`config.mk`:
```
export PLATFORM = sky130hd
export DESIGN_NAME = load_store_unit
export DESIGN_NICKNAME = d
export VERILOG_FILES = /design/src/rtl/load_store_unit.sv
export SDC_FILE = /design/constraint.sdc
export NUM_CORES = 1
export LEC_CHECK = 0
export ABC_CLOCK_PERIOD_IN_PS = 3500
export CELL_PAD_IN_SITES_DETAIL_PLACEMENT = 1
export CELL_PAD_IN_SITES_GLOBAL_PLACEMENT = 2
export CORE_UTILIZATION = 24
export DETAILED_ROUTE_END_ITERATION = 12
export PLACE_DENSITY_LB_ADDON = 0.1
export REMOVE_ABC_BUFFERS = 1
export SLEW_MARGIN = 20
export SYNTH_ARGS = -nofsm -noshare
export SYNTH_HDL_FRONTEND = slang
export SYNTH_SLANG_ARGS = --single-unit
```
`constraint.sdc`:
```
create_clock -name clk -period 3.5 [get_ports clk]
set_clock_uncertainty 0.05 [all_clocks]
set_input_delay 0.525 -clock clk [delete_from_list [all_inputs] [get_ports clk]]
set_output_delay 0.525 -clock clk [all_outputs]
set_load 0.005 [all_outputs]
```
`src/rtl/load_store_unit.sv`:
```
// rtl/load_store_unit.sv - load/store unit bridging the execute stage to a handshaked data bus.
// Optional bus timeout abort enabled by defining LSU_TIMEOUT_EN.
module load_store_unit #(
  parameter int TIMEOUT_CYCLES = 16
) (
  input  logic        clk,
  input  logic        reset,
  input  logic        mem_read,
  input  logic        mem_write,
  input  logic [2:0]  funct3,
  input  logic [31:0] addr,
  input  logic [31:0] wdata,
  output logic [31:0] rdata,
  output logic        stall,
  output logic        fault,
  output logic        bus_req,
  output logic        bus_we,
  output logic [31:0] bus_addr,
  output logic [3:0]  bus_be,
  output logic [31:0] bus_wdata,
  input  logic        bus_ack,
  input  logic [31:0] bus_rdata
);

  typedef enum logic [1:0] {IDLE, REQ, RESP} state_t;

  state_t      state, state_next;
  logic        access, is_store, f3_ok, misaligned, bad;
  logic [3:0]  be_calc;
  logic [31:0] wdata_calc, lane, ext_data, rdata_q;
  logic [2:0]  f3_q;
  logic [1:0]  off_q;
  logic        expired, timed_out;

  assign access   = mem_read | mem_write;
  assign is_store = mem_write;

  always_comb begin
    f3_ok = 1'b0;
    case (funct3)
      3'b000, 3'b001, 3'b010: f3_ok = 1'b1;
      3'b100, 3'b101:         f3_ok = ~is_store;
      default:                f3_ok = 1'b0;
    endcase
  end

  assign misaligned = ((funct3[1:0] == 2'b01) && addr[0]) ||
                      ((funct3[1:0] == 2'b10) && (addr[1:0] != 2'b00));
  assign bad = ~f3_ok | misaligned;

  always_comb begin
    be_calc    = 4'b1111;
    wdata_calc = wdata;
    case (funct3[1:0])
      2'b00: begin
        be_calc    = 4'b0001 << addr[1:0];
        wdata_calc = {4{wdata[7:0]}};
      end
      2'b01: begin
        be_calc    = 4'b0011 << addr[1:0];
        wdata_calc = {2{wdata[15:0]}};
      end
      default: begin
        be_calc    = 4'b1111;
        wdata_calc = wdata;
      end
    endcase
  end

  // Lane selection uses the offset/size captured at issue, not the live inputs.
  assign lane = bus_rdata >> {off_q, 3'b000};

  always_comb begin
    ext_data = bus_rdata;
    case (f3_q)
      3'b000:  ext_data = {{24{lane[7]}}, lane[7:0]};
      3'b001:  ext_data = {{16{lane[15]}}, lane[15:0]};
      3'b100:  ext_data = {24'h0, lane[7:0]};
      3'b101:  ext_data = {16'h0, lane[15:0]};
      default: ext_data = bus_rdata;
    endcase
  end

`ifdef LSU_TIMEOUT_EN
  logic [7:0] tmo_cnt;

  assign expired = (tmo_cnt == 8'(TIMEOUT_CYCLES - 1));

  always_ff @(posedge clk or posedge reset) begin
    if (reset) begin
      tmo_cnt   <= 8'd0;
      timed_out <= 1'b0;
    end else if (state == IDLE) begin
      tmo_cnt   <= 8'd0;
      timed_out <= 1'b0;
    end else if (state == REQ && !bus_ack) begin
      tmo_cnt <= tmo_cnt + 8'd1;
      if (expired)
        timed_out <= 1'b1;
    end
  end
`else
  assign expired   = 1'b0;
  assign timed_out = 1'b0;
`endif

  always_comb begin
    state_next = state;
    stall      = 1'b0;
    fault      = 1'b0;
    rdata      = rdata_q;
    case (state)
      IDLE: begin
        if (access && bad) begin
          fault = 1'b1;
          rdata = 32'h0;
        end else if (access) begin
          stall      = 1'b1;
          state_next = REQ;
        end
      end
      REQ: begin
        stall = 1'b1;
        if (bus_ack || expired)
          state_next = RESP;
      end
      RESP: begin
        fault      = timed_out;
        state_next = IDLE;
      end
      default: state_next = IDLE;
    endcase
    if (reset) begin
      stall = 1'b0;
      fault = 1'b0;
    end
  end

  always_ff @(posedge clk or posedge reset) begin
    if (reset) begin
      state     <= IDLE;
      rdata_q   <= 32'h0;
      bus_req   <= 1'b0;
      bus_we    <= 1'b0;
      bus_addr  <= 32'h0;
      bus_be    <= 4'h0;
      bus_wdata <= 32'h0;
      f3_q      <= 3'b0;
      off_q     <= 2'b0;
    end else begin
      state <= state_next;
      case (state)
        IDLE: begin
          if (access && bad) begin
            rdata_q <= 32'h0;
          end else if (access) begin
            bus_req   <= 1'b1;
            bus_we    <= is_store;
            bus_addr  <= {addr[31:2], 2'b00};
            bus_be    <= be_calc;
            bus_wdata <= wdata_calc;
            f3_q      <= funct3;
            off_q     <= addr[1:0];
          end
        end
        REQ: begin
          if (bus_ack) begin
            bus_req <= 1'b0;
            rdata_q <= ext_data;
          end else if (expired) begin
            bus_req <= 1'b0;
            rdata_q <= 32'h0;
          end
        end
        default: ;
      endcase
    end
  end

endmodule

```
==> results of run 1 <==
==> worst max-delay path by stage <==
| stage | cells past startpoint | slack, ns | startpoint | to |
|---|---|---|---|---|
| 2_1_floorplan | 3 | -1.74 | funct3[0] | bus_be[0] |
| 3_3_place_gp | 6 | 0.20 | addr[0] | rdata[15] |
| 3_5_place_dp | 6 | 0.10 | addr[0] | rdata[11] |
| 4_1_cts | 6 | 0.10 | addr[0] | rdata[11] |
| 5_1_grt | 7 | 0.17 | addr[0] | rdata[5] |
| 6_report | 7 | 0.28 | addr[0] | rdata[5] |
==> routing by layer <==
| layer | track usage, % | share of wire (%) |
|---|---|---|
| met5 | 0 | 0.074 |
| met3 | 6.90 | 9.6 |
| met2 | 26.1 | 47 |
| met1 | 18.4 | 42 |
| met4 | 4.30 | 1.4 |
==> critical path, stage by stage <==
cell and delay [ns]:
sky130_fd_sc_hd__clkdlybuf4s50_1 0.54, sky130_fd_sc_hd__nor4_2 0.36, sky130_fd_sc_hd__or2_1 0.26, sky130_fd_sc_hd__buf_12 0.20, sky130_fd_sc_hd__o21ai_0 0.16, sky130_fd_sc_hd__inv_1 0.09, sky130_fd_sc_hd__clkdlybuf4s50_1 0.50
==> power groups by stage <==
stage	combinational [mW]	sequential [mW]	clock [mW]
finish	2.04	1.92	1.06
global route	2.25	1.99	1.15
CTS	2.09	1.93	1.10
detailed placement	2.08	1.95	0
global placement	2.05	1.93	0
floorplan	0.811	1.95	0
==> layout make-up <==
cell class | count | share of cell area, %
flip-flops and latches | 107 | 33.6
inverters | 30 | 1.44
multi-input cells | 334 | 29.3
clock inverters | 7 | 1.01
clock buffers | 9 | 2.83
repair buffers | 218 | 27.4
well taps | 280 | 4.40
==> cells in the mapped netlist, types with 2 or more instances <==
library cell / count / area [um^2]
sky130_fd_sc_hd__dfrtp_1: 107 / 2680
sky130_fd_sc_hd__nand2_1: 52 / 195
sky130_fd_sc_hd__o21ai_0: 49 / 245
sky130_fd_sc_hd__mux2i_1: 31 / 310
sky130_fd_sc_hd__mux2_1: 30 / 338
sky130_fd_sc_hd__inv_1: 29 / 109
sky130_fd_sc_hd__o21ai_1: 26 / 130
sky130_fd_sc_hd__a21oi_1: 20 / 100
sky130_fd_sc_hd__nor2_1: 19 / 71.3
sky130_fd_sc_hd__clkbuf_1: 16 / 60.1
sky130_fd_sc_hd__buf_2: 15 / 75.1
sky130_fd_sc_hd__mux2_2: 14 / 158
sky130_fd_sc_hd__a22oi_2: 10 / 125
sky130_fd_sc_hd__and2_1: 10 / 62.6
sky130_fd_sc_hd__o211ai_1: 10 / 75.1
sky130_fd_sc_hd__nand2b_1: 8 / 50.1
sky130_fd_sc_hd__a211oi_1: 7 / 52.6
sky130_fd_sc_hd__a22oi_1: 7 / 52.6
sky130_fd_sc_hd__o22ai_1: 6 / 37.5
sky130_fd_sc_hd__o2bb2ai_1: 6 / 52.6
sky130_fd_sc_hd__buf_6: 5 / 56.3
sky130_fd_sc_hd__buf_1: 3 / 11.3
sky130_fd_sc_hd__buf_4: 3 / 22.5
sky130_fd_sc_hd__or2_1: 3 / 18.8
sky130_fd_sc_hd__nor2b_1: 2 / 12.5
sky130_fd_sc_hd__nor4_2: 2 / 25.0
sky130_fd_sc_hd__or2_2: 2 / 12.5
==> flip-flops by register name, summed over array words and instances (netlist names) <==
register   flops
f3_q           3
off_q          2
bus_be         4
bus_we         1
bus_addr      30
state          2
rdata_q       32
bus_wdata     32
bus_req        1
==> kinds of logic (layout without fill, tap and decap cells) <==
logic type	Yosys count	in the layout
AO/OA/AOI/OAI	149	149
flip-flops	107	107
AND/OR/NAND/NOR	106	106
multiplexers	76	76
buffers and inverters	72	264
other	1	2
XOR/XNOR	1	1
==> timing repair <==
action | CTS | global route
endpoints found under the setup margin | 0 | 10
gates resized for setup | 0 | 1
endpoints found under the hold margin | 0 | 0
==> placed cells by master (no fill, tap or decap), drive strengths merged, types with 2 or more instances in the layout <==
cell           Yosys  final
o21ai             75     75
o211ai            10     10
dfrtp            107    107
and2              10     10
conb               1      2
nor2              20     20
o2bb2ai            6      6
o22ai              6      6
mux2              44     44
clkdlybuf4s50      0    205
or2                5      5
a22oi             17     17
a211oi             7      7
mux2i             32     32
clkbuf            16      9
inv               30     32
nor2b              2      2
nor4               2      2
buf               26     13
nand2             52     52
nand2b             8      8
clkinv             0      4
a21oi             20     20
==> impl_metrics.prom, run 1 <==
# TYPE chip_impl_metric gauge
chip_impl_metric{name="route.detailed.vias_per_inst",unit=""} 4.60
chip_impl_metric{name="final_period_minus_worst_setup_slack",unit="ns"} 3.22
chip_impl_metric{name="finish.net_count",unit=""} 804
chip_impl_metric{name="slew_limit_fails",unit=""} 0
chip_impl_metric{name="dp_hpwl",unit="mm"} 12.9
chip_impl_metric{name="die-area",unit="um^2"} 22900
chip_impl_metric{name="detail_route.drc_violations",unit=""} 0
chip_impl_metric{name="ir_worst_vdd",unit="uV"} 319
chip_impl_metric{name="cell_internal_pwr",unit="mW"} 3.35
chip_impl_metric{name="grt_pass1_vias",unit=""} 4959
chip_impl_metric{name="clock_tree.buffer_depth",unit=""} 2
chip_impl_metric{name="gr-total-overflow",unit=""} 0
chip_impl_metric{name="basic_gate_share_of_the_synthesized_area_counting_and_or_nand_and_nor_cells",unit="%"} 9.58
chip_impl_metric{name="finalSetupViolCount",unit=""} 0
chip_impl_info{name="rsz0062_at_grt",value="false"} 1
chip_impl_metric{name="cts_inserted_buffers",unit=""} 9
chip_impl_metric{name="ioPinCount",unit=""} 208
chip_impl_info{name="reg2reg_end",value="rdata_q[30]"} 1
chip_impl_metric{name="die_width",unit="um"} 151
chip_impl_metric{name="synth-seq-area-share",unit="%"} 50.1
chip_impl_info{name="setup.worst_path.class",value="input pin to output pin"} 1
chip_impl_metric{name="power.net_switching",unit="mW"} 1.67
chip_impl_metric{name="h_tree_levels",unit=""} 3
chip_impl_metric{name="dr.first_iter.drc_count",unit=""} 93
chip_impl_metric{name="synthDistinctLibCells",unit=""} 47
chip_impl_info{name="hold_start",value="bus_wdata[27]"} 1
chip_impl_metric{name="post_layout_nonfiller_instances",unit=""} 985
chip_impl_info{name="critical_path.startpoint_type",value="input pin"} 1
chip_impl_metric{name="final.period_utilization",unit="%"} 92.0
chip_impl_metric{name="worst_slew_pin_slew",unit="ns"} 0.975
chip_impl_metric{name="synth.avg_cell_area",unit="um^2"} 10.4
chip_impl_metric{name="avgRoutedWirePerCell",unit="um"} 17.8
chip_impl_metric{name="async_reset_ff_share",unit="%"} 100
chip_impl_metric{name="timing.reg2reg.setup_slack",unit="ns"} 1.31
chip_impl_metric{name="clock-sinks",unit=""} 107
chip_impl_metric{name="gp_routability_congestion",unit=""} 0.742
chip_impl_metric{name="leakage",unit="nW"} 3.40
chip_impl_metric{name="timing.max_cap.violations",unit=""} 0
chip_impl_metric{name="post_dp_cell_area",unit="um^2"} 7660
chip_impl_metric{name="critical_path.max_fanout",unit=""} 21
chip_impl_metric{name="antenna_cells",unit=""} 0
chip_impl_metric{name="comb_power_share",unit="%"} 40.6
chip_impl_info{name="endpoint_kind",value="output pin"} 1
chip_impl_metric{name="drt.antenna.violating_nets",unit=""} 0
chip_impl_metric{name="post_cts.repair.setup_buffers",unit=""} 0
chip_impl_metric{name="fin_total_pwr",unit="mW"} 5.02
chip_impl_info{name="holdCritPathClass",value="flip-flop to flip-flop"} 1
chip_impl_metric{name="synthesis.instances",unit=""} 512
chip_impl_info{name="critical_path.reg2reg.startpoint",value="off_q[0]"} 1
chip_impl_metric{name="clock_network_fraction_of_total_power",unit="%"} 21.1
chip_impl_metric{name="synth.ff_latch_count",unit=""} 107
chip_impl_metric{name="cp.required",unit="ns"} 2.92
chip_impl_metric{name="final.setup.tns",unit="ns"} 0
chip_impl_metric{name="num-fill-cells",unit=""} 2413
chip_impl_metric{name="yosys-mux-area-fraction",unit="%"} 15.5
chip_impl_metric{name="clock_pin_transition_on_the_worst_setup_and_hold_timing_paths",unit="ns"} 0.08
chip_impl_metric{name="grt_pass1_wl",unit="mm"} 27.3
chip_impl_metric{name="core_area",unit="um^2"} 21800
chip_impl_metric{name="floorplan.initialDensity",unit="%"} 24.5
chip_impl_metric{name="switching_share",unit="%"} 33.3
chip_impl_metric{name="grt_start_max_net_pins",unit=""} 79
chip_impl_metric{name="synth-adder-area-share",unit="%"} 0
chip_impl_metric{name="antenna_violations_before_repair",unit=""} 2
chip_impl_metric{name="worstPathArrival",unit="ns"} 2.64
chip_impl_info{name="outcome",value="completed"} 1
chip_impl_metric{name="grt_usage",unit="%"} 15.8
chip_impl_metric{name="hold_violations",unit=""} 0
chip_impl_metric{name="fmax",unit="MHz"} 311
chip_impl_metric{name="multi_input_comb_area",unit="um^2"} 2330
chip_impl_info{name="cts_root_buffer",value="sky130_fd_sc_hd__clkbuf_16"} 1
chip_impl_metric{name="fin_util",unit="%"} 36.5
chip_impl_metric{name="pwr_density_cell",unit="nW/um^2"} 630
chip_impl_metric{name="holdBufCountCts",unit=""} 0
chip_impl_info{name="worstHoldEndpoint",value="bus_wdata[27]"} 1
chip_impl_metric{name="drive_gt1_share",unit="%"} 9.36
chip_impl_metric{name="seqPwrFrac",unit="%"} 38.3
chip_impl_metric{name="layout.cell_area.non_filler",unit="um^2"} 7970
chip_impl_metric{name="fin_ws",unit="ns"} 0.282
chip_impl_metric{name="syn_to_final_growth",unit="%"} 49.2
chip_impl_metric{name="layout.area.seq",unit="um^2"} 2680
chip_impl_metric{name="max-slew-margin-rel",unit="%"} 34.7
chip_impl_metric{name="complex_gate_fraction_of_the_synthesized_area",unit="%"} 18.2
chip_impl_metric{name="synth-edff-count",unit=""} 0
chip_impl_metric{name="synth_warnings",unit=""} 0
chip_impl_metric{name="clkLatencyLatePin",unit="ns"} 0.35
chip_impl_metric{name="worst_hold_path.num_cells",unit=""} 2
chip_impl_metric{name="place.detailed.instances",unit=""} 969
chip_impl_info{name="tritoncts",value="yes"} 1
chip_impl_info{name="synthFlopType",value="sky130_fd_sc_hd__dfrtp_1"} 1
chip_impl_metric{name="detail_route.first_pass.iterations",unit=""} 4
chip_impl_info{name="dominant_combinational_cell_family_by_area_after_synthesis",value="compound AO/OA/AOI/OAI gates"} 1
chip_impl_metric{name="synth.cell_area",unit="um^2"} 5340
chip_impl_metric{name="placement.setup.worst_slack",unit="ns"} 0.103
chip_impl_metric{name="die_height",unit="um"} 151
chip_impl_metric{name="vias",unit=""} 4531
chip_impl_metric{name="hold-worst-slack",unit="ns"} 0.435
chip_impl_metric{name="placementRows",unit=""} 54
chip_impl_metric{name="reg2regPathDepth",unit=""} 5
chip_impl_metric{name="post_synth_xor_area_fraction",unit="%"} 0.164
chip_impl_metric{name="finalWirelength",unit="mm"} 17.5
chip_impl_metric{name="buffer_ports.inserted",unit=""} 205
(Power assumes the default switching activity.)
==> run 2, diff against run 1 <==
--- a/config.mk
+++ b/config.mk
@@ -8,8 +8,10 @@
 export ABC_CLOCK_PERIOD_IN_PS = 3500
 export CELL_PAD_IN_SITES_DETAIL_PLACEMENT = 1
 export CELL_PAD_IN_SITES_GLOBAL_PLACEMENT = 2
-export CORE_UTILIZATION = 24
+export CORE_UTILIZATION = 34
 export DETAILED_ROUTE_END_ITERATION = 12
+export DONT_BUFFER_PORTS = 1
+export HOLD_SLACK_MARGIN = 0.1
 export PLACE_DENSITY_LB_ADDON = 0.1
 export REMOVE_ABC_BUFFERS = 1
 export SLEW_MARGIN = 20
==> impl_metrics.prom, run 2 (synthesis results as in run 1) <==
# TYPE chip_impl_metric gauge
chip_impl_metric{name="h_tree_levels",unit=""} 3
chip_impl_metric{name="cts_inserted_buffers",unit=""} 9
chip_impl_metric{name="vias",unit=""} 3715
chip_impl_metric{name="detail_route.drc_violations",unit=""} 0
chip_impl_info{name="hold_start",value="bus_ack"} 1
chip_impl_info{name="worstHoldEndpoint",value="state[0]"} 1
chip_impl_metric{name="route.detailed.vias_per_inst",unit=""} 5.25
chip_impl_metric{name="final.period_utilization",unit="%"} 64.6
chip_impl_metric{name="final_period_minus_worst_setup_slack",unit="ns"} 2.26
chip_impl_metric{name="finalSetupViolCount",unit=""} 0
chip_impl_metric{name="finalWirelength",unit="mm"} 14.3
chip_impl_metric{name="grt_start_max_net_pins",unit=""} 102
chip_impl_metric{name="die_height",unit="um"} 127
chip_impl_metric{name="cp.required",unit="ns"} 2.92
chip_impl_metric{name="drive_gt1_share",unit="%"} 12.1
chip_impl_metric{name="dp_hpwl",unit="mm"} 10.1
chip_impl_metric{name="pwr_density_cell",unit="nW/um^2"} 708
chip_impl_info{name="critical_path.reg2reg.startpoint",value="off_q[1]"} 1
chip_impl_metric{name="leakage",unit="nW"} 2.59
chip_impl_metric{name="cts_repair_resize_count",unit=""} 0
chip_impl_metric{name="grt_pass1_wl",unit="mm"} 22.9
chip_impl_info{name="setup.worst_path.class",value="input pin to output pin"} 1
chip_impl_metric{name="die_width",unit="um"} 127
chip_impl_metric{name="hold_violations",unit=""} 0
chip_impl_metric{name="placementRows",unit=""} 45
chip_impl_metric{name="floorplan.initialDensity",unit="%"} 35.0
chip_impl_metric{name="fmax",unit="MHz"} 442
chip_impl_metric{name="reg2regPathDepth",unit=""} 6
chip_impl_metric{name="syn_to_final_growth",unit="%"} 8.34
chip_impl_metric{name="gp_routability_congestion",unit=""} 0.730
chip_impl_metric{name="ioPinCount",unit=""} 208
chip_impl_metric{name="grt_usage",unit="%"} 18.3
chip_impl_metric{name="timing.max_cap.violations",unit=""} 0
chip_impl_metric{name="clkLatencyLatePin",unit="ns"} 0.35
chip_impl_info{name="crit_start",value="addr[0]"} 1
chip_impl_metric{name="avgRoutedWirePerCell",unit="um"} 20.3
chip_impl_metric{name="clock_pin_transition_on_the_worst_setup_and_hold_timing_paths",unit="ns"} 0.08
chip_impl_metric{name="core_area",unit="um^2"} 15300
chip_impl_info{name="critical_path.slowest_cell",value="sky130_fd_sc_hd__buf_4"} 1
chip_impl_info{name="most_used_cells_in_the_layout_excluding_fill_and_tap_cells",value="107 x sky130_fd_sc_hd__dfrtp_1, 52 x sky130_fd_sc_hd__nand2_1, 49 x sky130_fd_sc_hd__o21ai_0"} 1
chip_impl_info{name="tritoncts",value="yes"} 1
chip_impl_metric{name="antenna_cells",unit=""} 0
chip_impl_metric{name="gr-total-overflow",unit=""} 0
chip_impl_info{name="crit_chain",value="nor4_2 -> or2_1 -> buf_4 -> a21oi_1 -> nor3_1"} 1
chip_impl_metric{name="critPathMaxStageDelay",unit="ns"} 0.36
chip_impl_info{name="critical_path.startpoint_type",value="input pin"} 1
chip_impl_info{name="reg_top3",value="bus_wdata: 32 flops, rdata_q: 32 flops, bus_addr: 30 flops"} 1
chip_impl_metric{name="ir_worst_vdd",unit="uV"} 287
chip_impl_metric{name="fin_total_pwr",unit="mW"} 4.10
chip_impl_metric{name="hold-worst-slack",unit="ns"} 0.232
chip_impl_info{name="cts_root_buffer",value="sky130_fd_sc_hd__clkbuf_16"} 1
chip_impl_info{name="outcome",value="completed"} 1
chip_impl_metric{name="antenna_violations_before_repair",unit=""} 0
chip_impl_metric{name="critical_path.max_fanout",unit=""} 32
chip_impl_metric{name="buffer_ports.inserted",unit=""} 0
chip_impl_metric{name="fin_util",unit="%"} 37.9
chip_impl_metric{name="dr.first_iter.drc_count",unit=""} 132
chip_impl_info{name="endpoint_kind",value="output pin"} 1
chip_impl_metric{name="num-fill-cells",unit=""} 1706
chip_impl_info{name="holdCritPathClass",value="input pin to flip-flop"} 1
chip_impl_metric{name="finish.net_count",unit=""} 595
chip_impl_metric{name="worstPathArrival",unit="ns"} 1.69
chip_impl_metric{name="worst_hold_path.num_cells",unit=""} 1
chip_impl_metric{name="detail_route.first_pass.iterations",unit=""} 4
chip_impl_metric{name="grt_pass1_vias",unit=""} 4048
chip_impl_metric{name="slew_limit_fails",unit=""} 0
chip_impl_metric{name="die-area",unit="um^2"} 16200
chip_impl_info{name="rsz0062_at_grt",value="false"} 1
chip_impl_metric{name="worst_slew_pin_slew",unit="ns"} 0.997
chip_impl_metric{name="timing.reg2reg.setup_slack",unit="ns"} 1.27
chip_impl_info{name="final_common_cell",value="sky130_fd_sc_hd__dfrtp_1"} 1
chip_impl_metric{name="max-slew-margin-rel",unit="%"} 33.3
chip_impl_metric{name="clock-sinks",unit=""} 107
chip_impl_metric{name="drt.antenna.violating_nets",unit=""} 0
chip_impl_info{name="reg2reg_end",value="rdata_q[27]"} 1
chip_impl_metric{name="clock_tree.buffer_depth",unit=""} 2
## run 2: where the power goes
group | internal [mW] | switching, mW
clock network | 0.510 | 0.525
logic | 0.458 | 0.577
registers | 1.66 | 0.371
## run 2: cell type report
type | count | area [um^2] | area share [%]
sequential | 107 | 2680 | 46.3
multi-input combinational | 334 | 2330 | 40.3
tap | 211 | 264 | 4.56
clock buffer | 9 | 225 | 3.89
inverter | 30 | 115 | 1.99
timing repair buffer | 9 | 95.1 | 1.64
clock inverter | 7 | 80.1 | 1.38
## run 2: what timing repair did
action                                 4_1_cts  5_1_grt
buffers inserted                             0        0
hold buffers                                 1        0
endpoints found under the hold margin       26        0
## run 2: layer usage
layer | track usage [%] | up-vias | part of all wire, %
met1 | 21.3 | 1831 | 41
met5 | 0 | - | 0
met2 | 30.3 | 135 | 47
met3 | 7.87 | 13 | 11
met4 | 5.88 | 0 | 1.3
li1 | - | 1736 | -
## run 2: how the worst max path moves through the flow
stage                      to  cells past startpoint
floorplan           bus_be[0]                      3
global placement        stall                      5
detailed placement   rdata[5]                      5
CTS                  rdata[5]                      5
global route         rdata[5]                      5
finish                  stall                      5
## run 2: through the flow
step | std cells | instance area (um^2) | TNS [ns] | setup slack (ns)
final | 707 | 5790 | 0 | 1.24
after global routing | 707 | 5790 | 0 | 1.09
after CTS | 707 | 5790 | 0 | 1.24
after detailed placement | 690 | 5470 | 0 | 1.26
after global placement | 690 | 5470 | 0 | 1.28
after floorplan | 471 | 5120 | -123.15 | -1.74
## run 2: critical path, delay by kind of cell
family                 cells  cell delay (ns)
AND/OR/NAND/NOR            3             0.68
AO/OA/AOI/OAI              1             0.13
buffers and inverters      1             0.36
==> run 3, diff against run 2 <==
--- a/config.mk
+++ b/config.mk
@@ -5,7 +5,7 @@
 export SDC_FILE = /design/constraint.sdc
 export NUM_CORES = 1
 export LEC_CHECK = 0
-export ABC_CLOCK_PERIOD_IN_PS = 3500
+export ABC_CLOCK_PERIOD_IN_PS = 1910
 export CELL_PAD_IN_SITES_DETAIL_PLACEMENT = 1
 export CELL_PAD_IN_SITES_GLOBAL_PLACEMENT = 2
 export CORE_UTILIZATION = 34
==> constraint.sdc (replaced) <==
create_clock -name clk -period 1.91 [get_ports clk]
set_clock_uncertainty 0.05 [all_clocks]
set_input_delay 0.2865 -clock clk [delete_from_list [all_inputs] [get_ports clk]]
set_output_delay 0.2865 -clock clk [all_outputs]
set_load 0.005 [all_outputs]
==> impl_metrics.prom, run 3 (synthesis results as in run 1) <==
# TYPE chip_impl_metric gauge
chip_impl_info{name="most_used_cells_in_the_layout_excluding_fill_and_tap_cells",value="106 x sky130_fd_sc_hd__dfrtp_1, 95 x sky130_fd_sc_hd__dlygate4sd3_1, 51 x sky130_fd_sc_hd__nand2_1"} 1
chip_impl_metric{name="grt_start_max_net_pins",unit=""} 75
chip_impl_metric{name="finalWirelength",unit="mm"} 16.9
chip_impl_metric{name="use_met2",unit="%"} 36.1
chip_impl_metric{name="clock_pin_transition_on_the_worst_setup_and_hold_timing_paths",unit="ns"} 0.09
chip_impl_metric{name="gp_routability_congestion",unit=""} 0.720
chip_impl_metric{name="h_tree_levels",unit=""} 3
chip_impl_metric{name="fin_total_pwr",unit="mW"} 8.13
chip_impl_metric{name="vias",unit=""} 4286
chip_impl_metric{name="clkLatencyLatePin",unit="ns"} 0.36
chip_impl_info{name="holdCritPathClass",value="input pin to flip-flop"} 1
chip_impl_metric{name="layout.area.seq",unit="um^2"} 2680
chip_impl_info{name="endpoint_kind",value="output pin"} 1
chip_impl_metric{name="drt.antenna.violating_nets",unit=""} 0
chip_impl_metric{name="detail_route.drc_violations",unit=""} 0
chip_impl_metric{name="worstPathArrival",unit="ns"} 1.54
chip_impl_metric{name="slew_limit_fails",unit=""} 0
chip_impl_metric{name="cp.required",unit="ns"} 1.57
chip_impl_metric{name="dp_hpwl",unit="mm"} 10.8
chip_impl_metric{name="grt_pass1_wl",unit="mm"} 26.9
chip_impl_info{name="final_common_cell",value="sky130_fd_sc_hd__dfrtp_1"} 1
chip_impl_metric{name="detail_route.first_pass.iterations",unit=""} 4
chip_impl_info{name="outcome",value="completed"} 1
chip_impl_metric{name="ioPinCount",unit=""} 208
chip_impl_metric{name="finish.net_count",unit=""} 710
chip_impl_metric{name="critical_path.max_fanout",unit=""} 6
chip_impl_metric{name="leakage",unit="nW"} 3.11
chip_impl_metric{name="gr-total-overflow",unit=""} 0
chip_impl_metric{name="num-fill-cells",unit=""} 1675
chip_impl_info{name="reg_top3",value="bus_wdata: 32 flops, rdata_q: 32 flops, bus_addr: 30 flops"} 1
chip_impl_metric{name="groute.layer.met3.usage",unit="%"} 6.45
chip_impl_metric{name="die_height",unit="um"} 127
chip_impl_metric{name="clock_tree.buffer_depth",unit=""} 2
chip_impl_metric{name="timing.max_cap.violations",unit=""} 0
chip_impl_metric{name="ir_worst_vdd",unit="uV"} 490
chip_impl_metric{name="timing.reg2reg.setup_slack",unit="ns"} 0.16
chip_impl_metric{name="hold_violations",unit=""} 0
chip_impl_metric{name="placement.setup.worst_slack",unit="ns"} 0.124
chip_impl_metric{name="worst_slew_pin_slew",unit="ns"} 0.939
chip_impl_metric{name="final_period_minus_worst_setup_slack",unit="ns"} 1.87
chip_impl_metric{name="grt.met1_usage",unit="%"} 27.0
chip_impl_info{name="tritoncts",value="yes"} 1
chip_impl_metric{name="drive_gt1_share",unit="%"} 16.4
chip_impl_metric{name="avgRoutedWirePerCell",unit="um"} 20.6
chip_impl_metric{name="floorplan.initialDensity",unit="%"} 35.0
chip_impl_metric{name="die_width",unit="um"} 127
chip_impl_metric{name="pwr_density_cell",unit="nW/um^2"} 1160
chip_impl_metric{name="finalSetupViolCount",unit=""} 0
chip_impl_info{name="grt_busiest_layer",value="met2"} 1
chip_impl_metric{name="fin_util",unit="%"} 45.8
chip_impl_metric{name="multi_input_comb_area",unit="um^2"} 2410
chip_impl_metric{name="max-slew-margin-rel",unit="%"} 37.2
chip_impl_metric{name="clock-sinks",unit=""} 107
chip_impl_metric{name="final.period_utilization",unit="%"} 98.2
chip_impl_info{name="cts_root_buffer",value="sky130_fd_sc_hd__clkbuf_16"} 1
chip_impl_metric{name="placementRows",unit=""} 45
chip_impl_metric{name="cts_inserted_buffers",unit=""} 9
chip_impl_metric{name="grt_pass1_vias",unit=""} 4724
chip_impl_metric{name="fmax",unit="MHz"} 533
chip_impl_metric{name="die-area",unit="um^2"} 16200
chip_impl_info{name="setup.worst_path.class",value="flip-flop to output pin"} 1
chip_impl_metric{name="syn_to_final_growth",unit="%"} 31.0
chip_impl_metric{name="dr.first_iter.drc_count",unit=""} 181
chip_impl_metric{name="core_area",unit="um^2"} 15300
chip_impl_metric{name="buffer_ports.inserted",unit=""} 0
chip_impl_info{name="critical_path.startpoint_type",value="flip-flop"} 1
chip_impl_metric{name="route.detailed.vias_per_inst",unit=""} 5.21
chip_impl_metric{name="antenna_violations_before_repair",unit=""} 0
chip_impl_metric{name="grt_usage",unit="%"} 21.7
chip_impl_metric{name="antenna_cells",unit=""} 0
chip_impl_metric{name="fin_ws",unit="ns"} 0.0352
==> run 3: metrics by stage <==
step,hold WS (ns),std cells,cell area (um^2),TNS (ns)
6_report,0.102,822,7000,0
5_1_grt,0.108,822,7000,-0.409
4_1_cts,0.100,819,6900,0
3_5_place_dp,0.152,708,5620,0
3_3_place_gp,0.144,708,5620,0
2_1_floorplan,0.344,471,5120,-362.85
==> run 3: critical path, cell delays in order, from the launching register on <==
cell                      delay [ns]
sky130_fd_sc_hd__dfrtp_1        0.40
sky130_fd_sc_hd__nor2_2         0.16
sky130_fd_sc_hd__nand2_2        0.12
sky130_fd_sc_hd__or2_4          0.32
sky130_fd_sc_hd__and2_1         0.19
==> run 3: layout make-up <==
cell class | count | share of cell area (%)
flip-flops and latches | 107 | 38.3
multi-input cells | 335 | 34.4
repair buffers | 123 | 17.3
well taps | 211 | 3.77
clock buffers | 9 | 3.22
inverters | 30 | 1.65
clock inverters | 7 | 1.34
==> run 3: report_power, final <==
part	switching (mW)	leakage (nW)	total, mW	internal, mW
combinational	1.31	1.63	2.47	1.15
sequential	0.627	1.32	3.67	3.04
clock	1.03	0.154	2.00	0.964
total	2.97	3.11	8.13	5.16
==> run 3: routing by layer <==
layer / up-vias / part of all wire [%]
met3: 16 / 8.3
li1: 1976 / -
met4: 0 / 1.3
met1: 2142 / 41
met5: - / 0
met2: 152 / 49
==> run 3: path summary, 6_finish.rpt <==
path / startpoint / endpoint / cells after the start
min in group asynchronous: reset / state[0] / 2
max reg2reg: off_q[0] / rdata_q[15] / 5
max in group asynchronous: reset / off_q[1] / 3
min reg2reg: bus_wdata[24] / bus_wdata[24] / 2
max: state[0] / rdata[0] / 4
min: wdata[13] / bus_wdata[13] / 2
==> run 3: timing repair <==
item,4_1_cts,5_1_grt
endpoints found under the setup margin,25,33
cloned,0,1
hold buffers,95,0
setup buffers,0,2
pin swaps,0,2
endpoints found under the hold margin,124,0
resized for setup,6,21
